--- config.mk ---
export PLATFORM = sky130hd
export DESIGN_NAME = lane_note_renderer_flat
export DESIGN_NICKNAME = d
export VERILOG_FILES = /design/src/rtl/lane_note_if.sv /design/src/rtl/lane_note_renderer.sv /design/src/flat_wrapper.sv
export SDC_FILE = /design/constraint.sdc
export NUM_CORES = 1
export LEC_CHECK = 0
export ABC_AREA = 1
export CORE_ASPECT_RATIO = 1.4
export CORE_MARGIN = 2
export CORE_UTILIZATION = 55
export CTS_BUF_LIST = sky130_fd_sc_hd__clkbuf_8 sky130_fd_sc_hd__clkbuf_16
export DETAILED_ROUTE_END_ITERATION = 12
export PLACE_DENSITY_LB_ADDON = 0.08
export SYNTH_ARGS = -nofsm -noshare
export SYNTH_HDL_FRONTEND = slang
export SYNTH_SLANG_ARGS = --single-unit
--- constraint.sdc ---
create_clock -name clk -period 4.1 [get_ports clk]
set_input_delay 0.41 -clock clk [delete_from_list [all_inputs] [get_ports clk]]
set_output_delay 0.41 -clock clk [all_outputs]
set_load 0.02 [all_outputs]
--- src/rtl/lane_note_if.sv ---
// Pixel-stream bundle between a lane buffer/VGA side and one note renderer.
// Latency: none, plain wires.
// Backpressure: none; the renderer streams one pixel per clock unconditionally.
interface lane_note_if;
    logic [7:0] note_y;
    logic       frame_tick;
    logic [7:0] x;
    logic [6:0] y;
    logic [2:0] colour;
    logic       plot;
    logic       busy;
    logic       done;

    // Driver side: supplies the note row and frame ticks, observes pixels.
    modport master (
        output note_y, frame_tick,
        input  x, y, colour, plot, busy, done
    );

    // Renderer side.
    modport slave (
        input  note_y, frame_tick,
        output x, y, colour, plot, busy, done
    );
endinterface

--- src/rtl/lane_note_renderer.sv ---
// Per-lane note renderer: on a frame tick, erases the old box and draws the new one as a pixel stream.
// Latency: first pixel one cycle after tick acceptance; done at T+P+1 (draw only) or T+2P+1 (erase+draw).
// Backpressure: none; ticks arriving while busy are dropped, pixels are emitted every cycle.
module lane_note_renderer #(
    parameter logic [7:0] LANE_X      = 8'd100,
    parameter int         NOTE_W      = 8,
    parameter int         NOTE_H      = 4,
    parameter logic [2:0] NOTE_COLOUR = 3'b110,
    parameter logic [2:0] BG_COLOUR   = 3'b000,
    parameter int         SCREEN_H    = 120
) (
    input  logic        clk,
    input  logic        resetn,
    lane_note_if.slave  bus
);

    localparam int CW = (NOTE_W > 1) ? $clog2(NOTE_W) : 1;
    localparam int RW = (NOTE_H > 1) ? $clog2(NOTE_H) : 1;
    localparam logic [CW-1:0] COL_LAST = CW'(NOTE_W - 1);
    localparam logic [RW-1:0] ROW_LAST = RW'(NOTE_H - 1);
    localparam logic [8:0]    ROW_LIMIT = 9'(SCREEN_H);

    typedef enum logic [1:0] {
        IDLE  = 2'd0,
        ERASE = 2'd1,
        DRAW  = 2'd2,
        DONE  = 2'd3
    } state_t;

    state_t        state_q, state_d;
    logic [7:0]    cur_y_q, old_y_q;
    logic          old_valid_q;
    logic [CW-1:0] col_q;
    logic [RW-1:0] row_q;

    logic [7:0]    x_q, x_d;
    logic [6:0]    y_q, y_d;
    logic [2:0]    colour_q, colour_d;
    logic          plot_q, plot_d;
    logic          busy_q, busy_d;
    logic          done_q, done_d;

    logic          tick_accept;
    logic          last_pix;
    logic          scanning;
    logic [7:0]    base_y;
    logic [8:0]    row_sum;

    assign tick_accept = (state_q == IDLE) && bus.frame_tick;
    assign scanning    = (state_q == ERASE) || (state_q == DRAW);
    assign last_pix    = (col_q == COL_LAST) && (row_q == ROW_LAST);

    // Row sum kept at 9 bits so boxes hanging off the bottom are clipped, not wrapped.
    assign base_y  = (state_q == ERASE) ? old_y_q : cur_y_q;
    assign row_sum = {1'b0, base_y} + {{(9-RW){1'b0}}, row_q};

    // State register.
    always_ff @(posedge clk) begin
        if (!resetn) begin
            state_q <= IDLE;
        end else begin
            state_q <= state_d;
        end
    end

    // Next-state logic: skip the erase pass when nothing is on screen or the row is unchanged.
    always_comb begin
        state_d = state_q;
        case (state_q)
            IDLE: begin
                if (bus.frame_tick) begin
                    if (old_valid_q && (old_y_q != bus.note_y)) begin
                        state_d = ERASE;
                    end else begin
                        state_d = DRAW;
                    end
                end
            end
            ERASE: if (last_pix) state_d = DRAW;
            DRAW:  if (last_pix) state_d = DONE;
            DONE:  state_d = IDLE;
            default: state_d = IDLE;
        endcase
    end

    // Output logic: next pixel and status, registered below; clipped rows still use a cycle.
    always_comb begin
        x_d      = x_q;
        y_d      = y_q;
        colour_d = colour_q;
        plot_d   = 1'b0;
        busy_d   = scanning;
        done_d   = (state_q == DONE);
        if (scanning) begin
            x_d      = LANE_X + {{(8-CW){1'b0}}, col_q};
            y_d      = row_sum[6:0];
            colour_d = (state_q == ERASE) ? BG_COLOUR : NOTE_COLOUR;
            plot_d   = (row_sum < ROW_LIMIT);
        end
    end

    // Output registers.
    always_ff @(posedge clk) begin
        if (!resetn) begin
            x_q      <= '0;
            y_q      <= '0;
            colour_q <= '0;
            plot_q   <= 1'b0;
            busy_q   <= 1'b0;
            done_q   <= 1'b0;
        end else begin
            x_q      <= x_d;
            y_q      <= y_d;
            colour_q <= colour_d;
            plot_q   <= plot_d;
            busy_q   <= busy_d;
            done_q   <= done_d;
        end
    end

    // Datapath: latch the row on acceptance, scan col-fastest, remember what was drawn.
    always_ff @(posedge clk) begin
        if (!resetn) begin
            cur_y_q     <= '0;
            old_y_q     <= '0;
            old_valid_q <= 1'b0;
            col_q       <= '0;
            row_q       <= '0;
        end else if (tick_accept) begin
            cur_y_q <= bus.note_y;
            col_q   <= '0;
            row_q   <= '0;
        end else if (scanning) begin
            if (last_pix) begin
                col_q <= '0;
                row_q <= '0;
                if (state_q == DRAW) begin
                    old_y_q     <= cur_y_q;
                    old_valid_q <= 1'b1;
                end
            end else begin
                col_q <= col_q + CW'(1);
                if (col_q == COL_LAST) begin
                    row_q <= row_q + RW'(1);
                end
            end
        end
    end

    assign bus.x      = x_q;
    assign bus.y      = y_q;
    assign bus.colour = colour_q;
    assign bus.plot   = plot_q;
    assign bus.busy   = busy_q;
    assign bus.done   = done_q;

endmodule

--- src/flat_wrapper.sv ---
// flat-port wrapper written by rule: the top's interface ports become plain ports
module lane_note_renderer_flat 
#(
    parameter logic [7:0] LANE_X      = 8'd100,
    parameter int         NOTE_W      = 8,
    parameter int         NOTE_H      = 4,
    parameter logic [2:0] NOTE_COLOUR = 3'b110,
    parameter logic [2:0] BG_COLOUR   = 3'b000,
    parameter int         SCREEN_H    = 120
)
  (clk, resetn, bus_note_y, bus_frame_tick, bus_x, bus_y, bus_colour, bus_plot, bus_busy, bus_done);
  lane_note_if bus_i ();
  input  logic clk;
  input  logic resetn;
  input wire logic [$bits(bus_i.note_y)-1:0] bus_note_y;
  input wire logic [$bits(bus_i.frame_tick)-1:0] bus_frame_tick;
  output wire logic [$bits(bus_i.x)-1:0] bus_x;
  output wire logic [$bits(bus_i.y)-1:0] bus_y;
  output wire logic [$bits(bus_i.colour)-1:0] bus_colour;
  output wire logic [$bits(bus_i.plot)-1:0] bus_plot;
  output wire logic [$bits(bus_i.busy)-1:0] bus_busy;
  output wire logic [$bits(bus_i.done)-1:0] bus_done;
  assign bus_i.note_y = bus_note_y;
  assign bus_i.frame_tick = bus_frame_tick;
  assign bus_x = bus_i.x;
  assign bus_y = bus_i.y;
  assign bus_colour = bus_i.colour;
  assign bus_plot = bus_i.plot;
  assign bus_busy = bus_i.busy;
  assign bus_done = bus_i.done;
  lane_note_renderer #(.LANE_X(LANE_X), .NOTE_W(NOTE_W), .NOTE_H(NOTE_H), .NOTE_COLOUR(NOTE_COLOUR), .BG_COLOUR(BG_COLOUR), .SCREEN_H(SCREEN_H)) u_core (.clk(clk), .resetn(resetn), .bus(bus_i));
endmodule
Word level (Yosys, flattened, before mapping)
Index checks and enable logic that the tools add are counted.
{"block": "word_totals", "out_inout_bits": 21, "elab_cells": 49, "input_bits": 11, "register_bits": 45}
{"block": "classes", "muxes": 10, "n_eq_ne": 9, "n_bitwise": 2, "n_reduce_logical": 11, "addsub": 4, "order_cmp": 1}
{"operator": "2-to-1 mux 2 bit", "count": 6}
{"operator": "adder 8 x 2 -> 9 bit", "count": 1}
{"operator": "less-than comparator 9 x 7 -> 1 bit (second input constant)", "count": 1}
{"operator": "adder 7 x 3 -> 8 bit (first input constant)", "count": 1}
{"operator": "2-to-1 mux 8 bit", "count": 1}
{"operator": "inequality test 8 bit", "count": 1}
{"operator": "case mux 2 bit (4 select lines)", "count": 1}
{"operator": "== test 2 bit (second input constant)", "count": 3}
{"operator": "2-to-1 mux 3 bit", "count": 2}
{"operator": "inequality test 2 x 1 -> 1 bit (second input constant)", "count": 2}
{"operator": "AND reduction 2 bit", "count": 2}
{"operator": "AND reduction 4 bit", "count": 1}
{"operator": "adder 3 x 1 -> 3 bit (second input constant)", "count": 1}
{"operator": "== test 3 bit (second input constant)", "count": 1}
{"operator": "logical AND 1 bit", "count": 3}
{"operator": "AND reduction 3 bit", "count": 1}
{"operator": "adder 2 x 1 -> 2 bit (second input constant)", "count": 1}
{"operator": "== test 2 x 1 -> 1 bit (second input constant)", "count": 1}
{"operator": "zero test 2 bit", "count": 1}
{"operator": "inequality test 2 bit (second input constant)", "count": 1}
{"operator": "inverter 1 bit", "count": 2}
{"operator": "nonzero test 2 bit", "count": 1}
{"operator": "OR reduction 2 bit", "count": 1}
{"operator": "logical OR 1 bit", "count": 1}

Longest topological paths before layout
Gate-level depths: netlist (run 1).
{"block": "depth", "word_depth": 5, "ltp_mapped": 14, "ltp_nobuf": 14}

Worst setup path before layout (run 1)
Ideal clock, no wire load.
{"block": "synth_path", "kind": "register to register", "from": "register u_core.state_q[1]", "to": "register u_core.y_q[6], in the netlist u_core.bus.y[6]", "arrival_ns": 1.954, "synth_period_minus_slack_ns": 2.063, "path_buffers": 1, "path_stages_with_launch": 14, "setup_ns": 0.109, "path_slack_ns": 2.037, "cell_sequence": "dfxtp_1 inv_1 ha_1 buf_4 nand2_1 nand2_1 ha_1 fa_1 nand3_1 nor2_1 nand3_1 nand3_1 nand2_1 inv_1"}
{"block": "synth_between", "elab_chain_cells": 3}
{"item": "start, declared", "line_no": "lane_note_renderer.sv:30", "source": "state_t state_q, state_d;"}
{"item": "start signal, assigned", "line_no": "lane_note_renderer.sv:62", "source": "state_q <= state_d;"}
{"item": "== test 2 x 1 -> 1 bit", "line_no": "lane_note_renderer.sv:50, lane_note_renderer.sv:54"}
{"item": "2-to-1 mux 8 bit", "line_no": "lane_note_renderer.sv:54", "source": "assign base_y = (state_q == ERASE) ? old_y_q : cur_y_q;"}
{"item": "adder 8 x 2 -> 9 bit", "line_no": "lane_note_renderer.sv:55", "source": "assign row_sum = {1'b0, base_y} + {{(9-RW){1'b0}}, row_q};"}
{"item": "end signal, assigned", "line_no": "lane_note_renderer.sv:113", "source": "y_q <= y_d;"}
{"item": "end, declared", "line_no": "lane_note_renderer.sv:37", "source": "logic [6:0] y_q, y_d;"}
Parallel ways exist; a longest one is shown, timed or not.
A chain may end at the register's enable or synchronous reset.

Final worst setup path (run 1)
{"block": "layout_path", "from": "register u_core.state_q[1]", "to": "register u_core.y_q[2], in the netlist u_core.bus.y[2]"}
Same word-level chain as after synthesis.

==> flow_summary.ini, run 1 <==
[power_and_ir_drop]
peakVddDrop_mv = 0.514
p_leak_uw = 0.00109
power.total_uw = 1380
p_per_area_nw_per_um2 = 590

[placement]
place_inst = 342
port_buffers = 28
place_congestion = 0.910
hpwl_um = 2980

[synth]
synth-seq-cells = 40
synthCells = 285
yosys_warnings = 0
yosysSeqAreaShare_pct = 40.1
synth.avg_cell_area_um2 = 7.01
synth_cell_types = 22
synthesis.area_um2 = 2000

[global_routing]
grt_pass1_vias = 1664
antenna_found_initial = 0
gr-total-overflow = 0
grt_start_max_net_pins = 31
grtUsageTotal_pct = 22.3
grt_pass1_wl_um = 6750

[worst_hold_path]
min_path_type = reg -> reg

[job]
drv_cap = 0

[cts]
htree_num_levels = 2
cts_sinks = 40
ctsResizeCount = 0
ctsRootBufferMaster = clkbuf_8
worstSkewPairLatency_ns = 0.29
cts_buffers = 5
cts_hold_buf = 0
clockBufferDepth = 2
cts_tree = yes
clk_pin_slew_worst_paths_ns = 0.08
cts_setup_buffers = 0

[cells_and_area]
fill_cells = 328
final_core_util_pct = 68.0
seq_area_um2 = 801
area_growth_pct = 17.2
drive_gt1_share_pct = 3.56
multi_input_area_um2 = 993
nets = 330
layout.cells.non_filler = 349
antennaDiodeCount = 0

[status]
status = finished, final reports clean

[routing]
drt_pass1_iterations = 4
drt-total-wl_um = 4100
vias = 1784
drt_iter0_markers = 29
viasPerCell = 5.11
drc = 0
wl_per_cell_um = 11.7
ant_nets = 0

[floorplan]
fp.dieW_um = 54.9
io_pins = 32
rows = 25
die_y_um = 75.3
start_util_pct = 58.0
core_um2 = 3440
dieArea_um2 = 4140

[critical_path]
start_kind = flop
cp-end-kind = flop
max_stage_delay_ns = 0.47
arrival_ns = 2.63
cp_data_required_time_ns = 4.29
crit_fanout = 14
critPathSlowestCell = ha_1
path_class = reg -> reg
crit_chain = inv_1 > ha_1 > inv_2 > nand2_1 > nand2_1 > ha_1 > fa_1 > xor2_1 > o21ai_0 > inv_1

[timing]
period_needed_ns = 2.44
period_share_pct = 59.6
report.final.slew_viol_count = 0
hold_violations = 0
rsz0062_at_grt = no
tns_ns = 0
clock.fmax_mhz = 409
whs_ns = 0.465
worst_pin_slew_ns = 0.888
setup_viol = 0
skew_ns = 0.00720
relSlewSlack_pct = 40.6
critical path, delay by kind of cell, from the launching register on:
kind	cells	cell delay, ns
buffers and inverters	3	0.31
adder cells (fa/ha/maj)	3	1.16
AND/OR/NAND/NOR	2	0.14
XOR/XNOR	1	0.19
AO/OA/AOI/OAI	1	0.21
flip-flops	1	0.33
synthesized netlist by cell type (all sizes together):
cell type  instances  area, µm²
conb               1       3.75
o21ai             30        150
nand3b             1       7.51
a21oi             25        125
a21o               1       7.51
clkbuf             7       26.3
nand3              9       45.0
nand4              4       25.0
nor3               2       21.3
xnor2              6       52.6
nand2             71        272
xor2               1       8.76
inv               35        131
fa                 1       20.0
buf                7       52.6
nor3b              1       7.51
ha                 9        113
nor2              34        128
dfxtp             40        801
cells in the final DEF, fill, tap and decap left out:
master and n:
nand4_1 4, inv_1 35, fa_1 1, clkbuf_8 5, clkdlybuf4s50_1 28, nor3_1 1
nand2_2 2, nor3_4 1, xor2_1 1, a21o_1 1, conb_1 3, inv_2 1
a21oi_1 25, clkinv_2 1, nand3_1 9, buf_4 1, ha_1 9, nand3b_1 1
nor3b_1 1, nand2_1 69, nor2_1 34, dfxtp_1 40, xnor2_1 6, o21ai_0 30
per-stage QoR:
step	worst slack (ns)	cell area (µm²)
global route	1.42	2340
detailed placement	1.67	2260
CTS	1.63	2340
finish	1.66	2340
global placement	1.74	2260
floorplan	2.04	2000
power breakdown:
group	internal (µW)	switching, µW	leakage (µW)	total, µW
logic	232	382	0.000715	614
registers	477	48.5	0.000328	525
clock network	113	129	0.0000452	242
cell families (layout without fill, tap and decap cells):
logic type	after synthesis	count (layout)	synth area share (%)
compound gates	56	56	14.2
xor+xnor	7	7	3.07
fa+ha+maj	10	10	6.64
buf+inv	49	71	10.5
flops	40	40	40.1
other cells	1	3	0.188
simple gates	122	122	25.3
path summary, 6_finish.rpt:
path,depth (start not counted),endpoint,from,slack [ns]
max,10,u_core.bus.y[2],u_core.state_q[1],1.66
min,2,u_core.bus.x[5],u_core.bus.x[5],0.47
max reg2reg,10,u_core.bus.y[2],u_core.state_q[1],1.66
min reg2reg,2,u_core.bus.x[5],u_core.bus.x[5],0.47
routing by layer:
layer  track usage, %  share of wire (%)  vias up
met5                0                  0        -
met4             10.3                2.9        0
met3             5.29                3.1       12
met2             41.8                 53       25
met1             22.4                 41      808
li1                 -                  -      939
layout make-up:
| cell class | count | area share [%] |
|---|---|---|
| flip-flops and latches | 40 | 34.2 |
| repair buffers | 29 | 12.3 |
| well taps | 40 | 2.14 |
| inverters | 35 | 5.61 |
| clock inverters | 2 | 0.374 |
| multi-input cells | 198 | 42.4 |
| clock buffers | 5 | 2.94 |
state kept, by name, summed over array words and instances (netlist names):
signal and count:
u_core.bus.busy 1, u_core.bus.plot 1, u_core.bus.x 5, u_core.bus.done 1, u_core.cur_y_q 8, u_core.old_valid_q 1
u_core.bus.y 7, u_core.row_q 2, u_core.state_q 2, u_core.old_y_q 8, u_core.bus.colour 1, u_core.col_q 3
Power figures use the tool's default switching activity.
==> run 2: changes to the inputs <==
--- a/config.mk
+++ b/config.mk
@@ -8,7 +8,7 @@
 export ABC_AREA = 1
 export CORE_ASPECT_RATIO = 1.4
 export CORE_MARGIN = 2
-export CORE_UTILIZATION = 55
+export CORE_UTILIZATION = 48
 export CTS_BUF_LIST = sky130_fd_sc_hd__clkbuf_8 sky130_fd_sc_hd__clkbuf_16
 export DETAILED_ROUTE_END_ITERATION = 12
 export PLACE_DENSITY_LB_ADDON = 0.08
==> constraint.sdc (replaced) <==
create_clock -name clk -period 2.1 [get_ports clk]
set_input_delay 0.21 -clock clk [delete_from_list [all_inputs] [get_ports clk]]
set_output_delay 0.21 -clock clk [all_outputs]
set_load 0.02 [all_outputs]
==> flow_summary.ini, run 2 (synthesis results as in run 1) <==
[cells_and_area]
fill_cells = 383
final_cell_mix = 66 x nand2_1, 39 x dfxtp_1, 34 x inv_1, 34 x nor2_1, 30 x o21ai_0
area_growth_pct = 22.6
antennaDiodeCount = 0
nets = 338
design_area_um2 = 2450
final_common_cell = nand2_1
final_core_util_pct = 61.9
drive_gt1_share_pct = 8.49

[critical_path]
crit_chain = inv_1 > ha_4 > inv_2 > nand2_1 > nand2_1 > ha_1 > fa_2 > nand3_1 > nor2_1 > nand3_1 > nand3_1 > nand2_1 > inv_1
start_kind = flop
max_stage_delay_ns = 0.41
arrival_ns = 2.06
cp_num_buf_inv = 3
crit_family = adder cells
path_class = reg -> reg
crit_fanout = 4
cp_data_required_time_ns = 2.29
cp-end-kind = flop
critPathSlowestCell = fa_2

[placement]
place_congestion = 0.814
dp_slack_ns = 0.120
dpl_cell_area_um2 = 2330
port_buffers = 28
hpwl_um = 3050

[floorplan]
rows = 27
fp.dieW_um = 58.5
dieArea_um2 = 4700
start_util_pct = 50.5
die_y_um = 80.3
core_um2 = 3950
io_pins = 32

[cts]
htree_num_levels = 2
ctsRootBufferMaster = clkbuf_8
clk_pin_slew_worst_paths_ns = 0.07
cts_sinks = 40
cts_setup_buffers = 0
cts_tree = yes
worstSkewPairLatency_ns = 0.29
cts_buffers = 5
clockBufferDepth = 2

[global_routing]
grt_pass1_wl_um = 7300
grt_start_max_net_pins = 31
grt_pass1_vias = 1724
gr-total-overflow = 0
grtUsageTotal_pct = 20.0
antenna_found_initial = 0

[power_and_ir_drop]
peakVddDrop_mv = 0.866
p_per_area_nw_per_um2 = 1150
power.total_uw = 2820
p_leak_uw = 0.00113

[timing]
setup_viol = 0
report.final.slew_viol_count = 0
skew_ns = 0.00374
tns_ns = 0
clock.fmax_mhz = 536
hold_violations = 0
period_needed_ns = 1.87
period_share_pct = 88.9
setup_ws_ns = 0.233
rsz0062_at_grt = no

[worst_hold_path]
min_path_type = reg -> reg

[status]
status = finished, final reports clean

[routing]
drt-total-wl_um = 4100
drt_pass1_iterations = 4
vias = 1770
viasPerCell = 4.90
ant_nets = 0
drc = 0
drt_iter0_markers = 54
wl_per_cell_um = 11.4

[job]
drv_cap = 0
-- run 2: path summary, 6_finish.rpt --
kind,startpoint,to,slack [ns],cells past startpoint
setup / recovery,u_core.state_q[1],u_core.bus.y[6],0.23,13
hold / removal,u_core.bus.x[5],u_core.bus.x[5],0.46,2
setup reg to reg,u_core.state_q[1],u_core.bus.y[6],0.23,13
hold reg to reg,u_core.bus.x[5],u_core.bus.x[5],0.46,2
-- run 2: report_power, final --
part           total [µW]  internal (µW)  leakage [µW]  switching [µW]
registers            1020            932      0.000328            90.4
logic                1280            519      0.000753             761
clock network         516            262     0.0000510             254
-- run 2: layout make-up --
cell class                 count  area [µm²]  share of cell area (%)
inverter                      35         131                    5.37
multi-input combinational    198        1020                    41.5
clock buffer                   6        82.6                    3.37
sequential                    40         802                    32.8
tap                           43        53.8                    2.20
clock inverter                 2        10.0                   0.409
timing repair buffer          37         352                    14.4
-- run 2: metal layers --
layer  global-route usage [%]  share of wire (%)
met1                     23.1                 43
met2                     35.5                 53
met3                     4.83                2.7
met4                     6.05                1.2
met5                        0                  0
-- run 2: metrics by stage --
step	cells	hold WS, ns
6_report	361	0.463
2_1_floorplan	287	0.331
5_1_grt	361	0.478
3_5_place_dp	353	0.457
4_1_cts	361	0.465
3_3_place_gp	353	0.451
-- run 2: what timing repair did --
action / CTS / global route
gates resized for setup: 0 / 8
endpoints found under the setup margin: 0 / 5
hold endpoints to repair: 0 / 0
hold buffers: 0 / 0
-- run 2: worst min-delay path: cells and delay by family (launching register included) --
kind,cells,cell delay (ns)
flops,1,0.33
simple gates,2,0.10
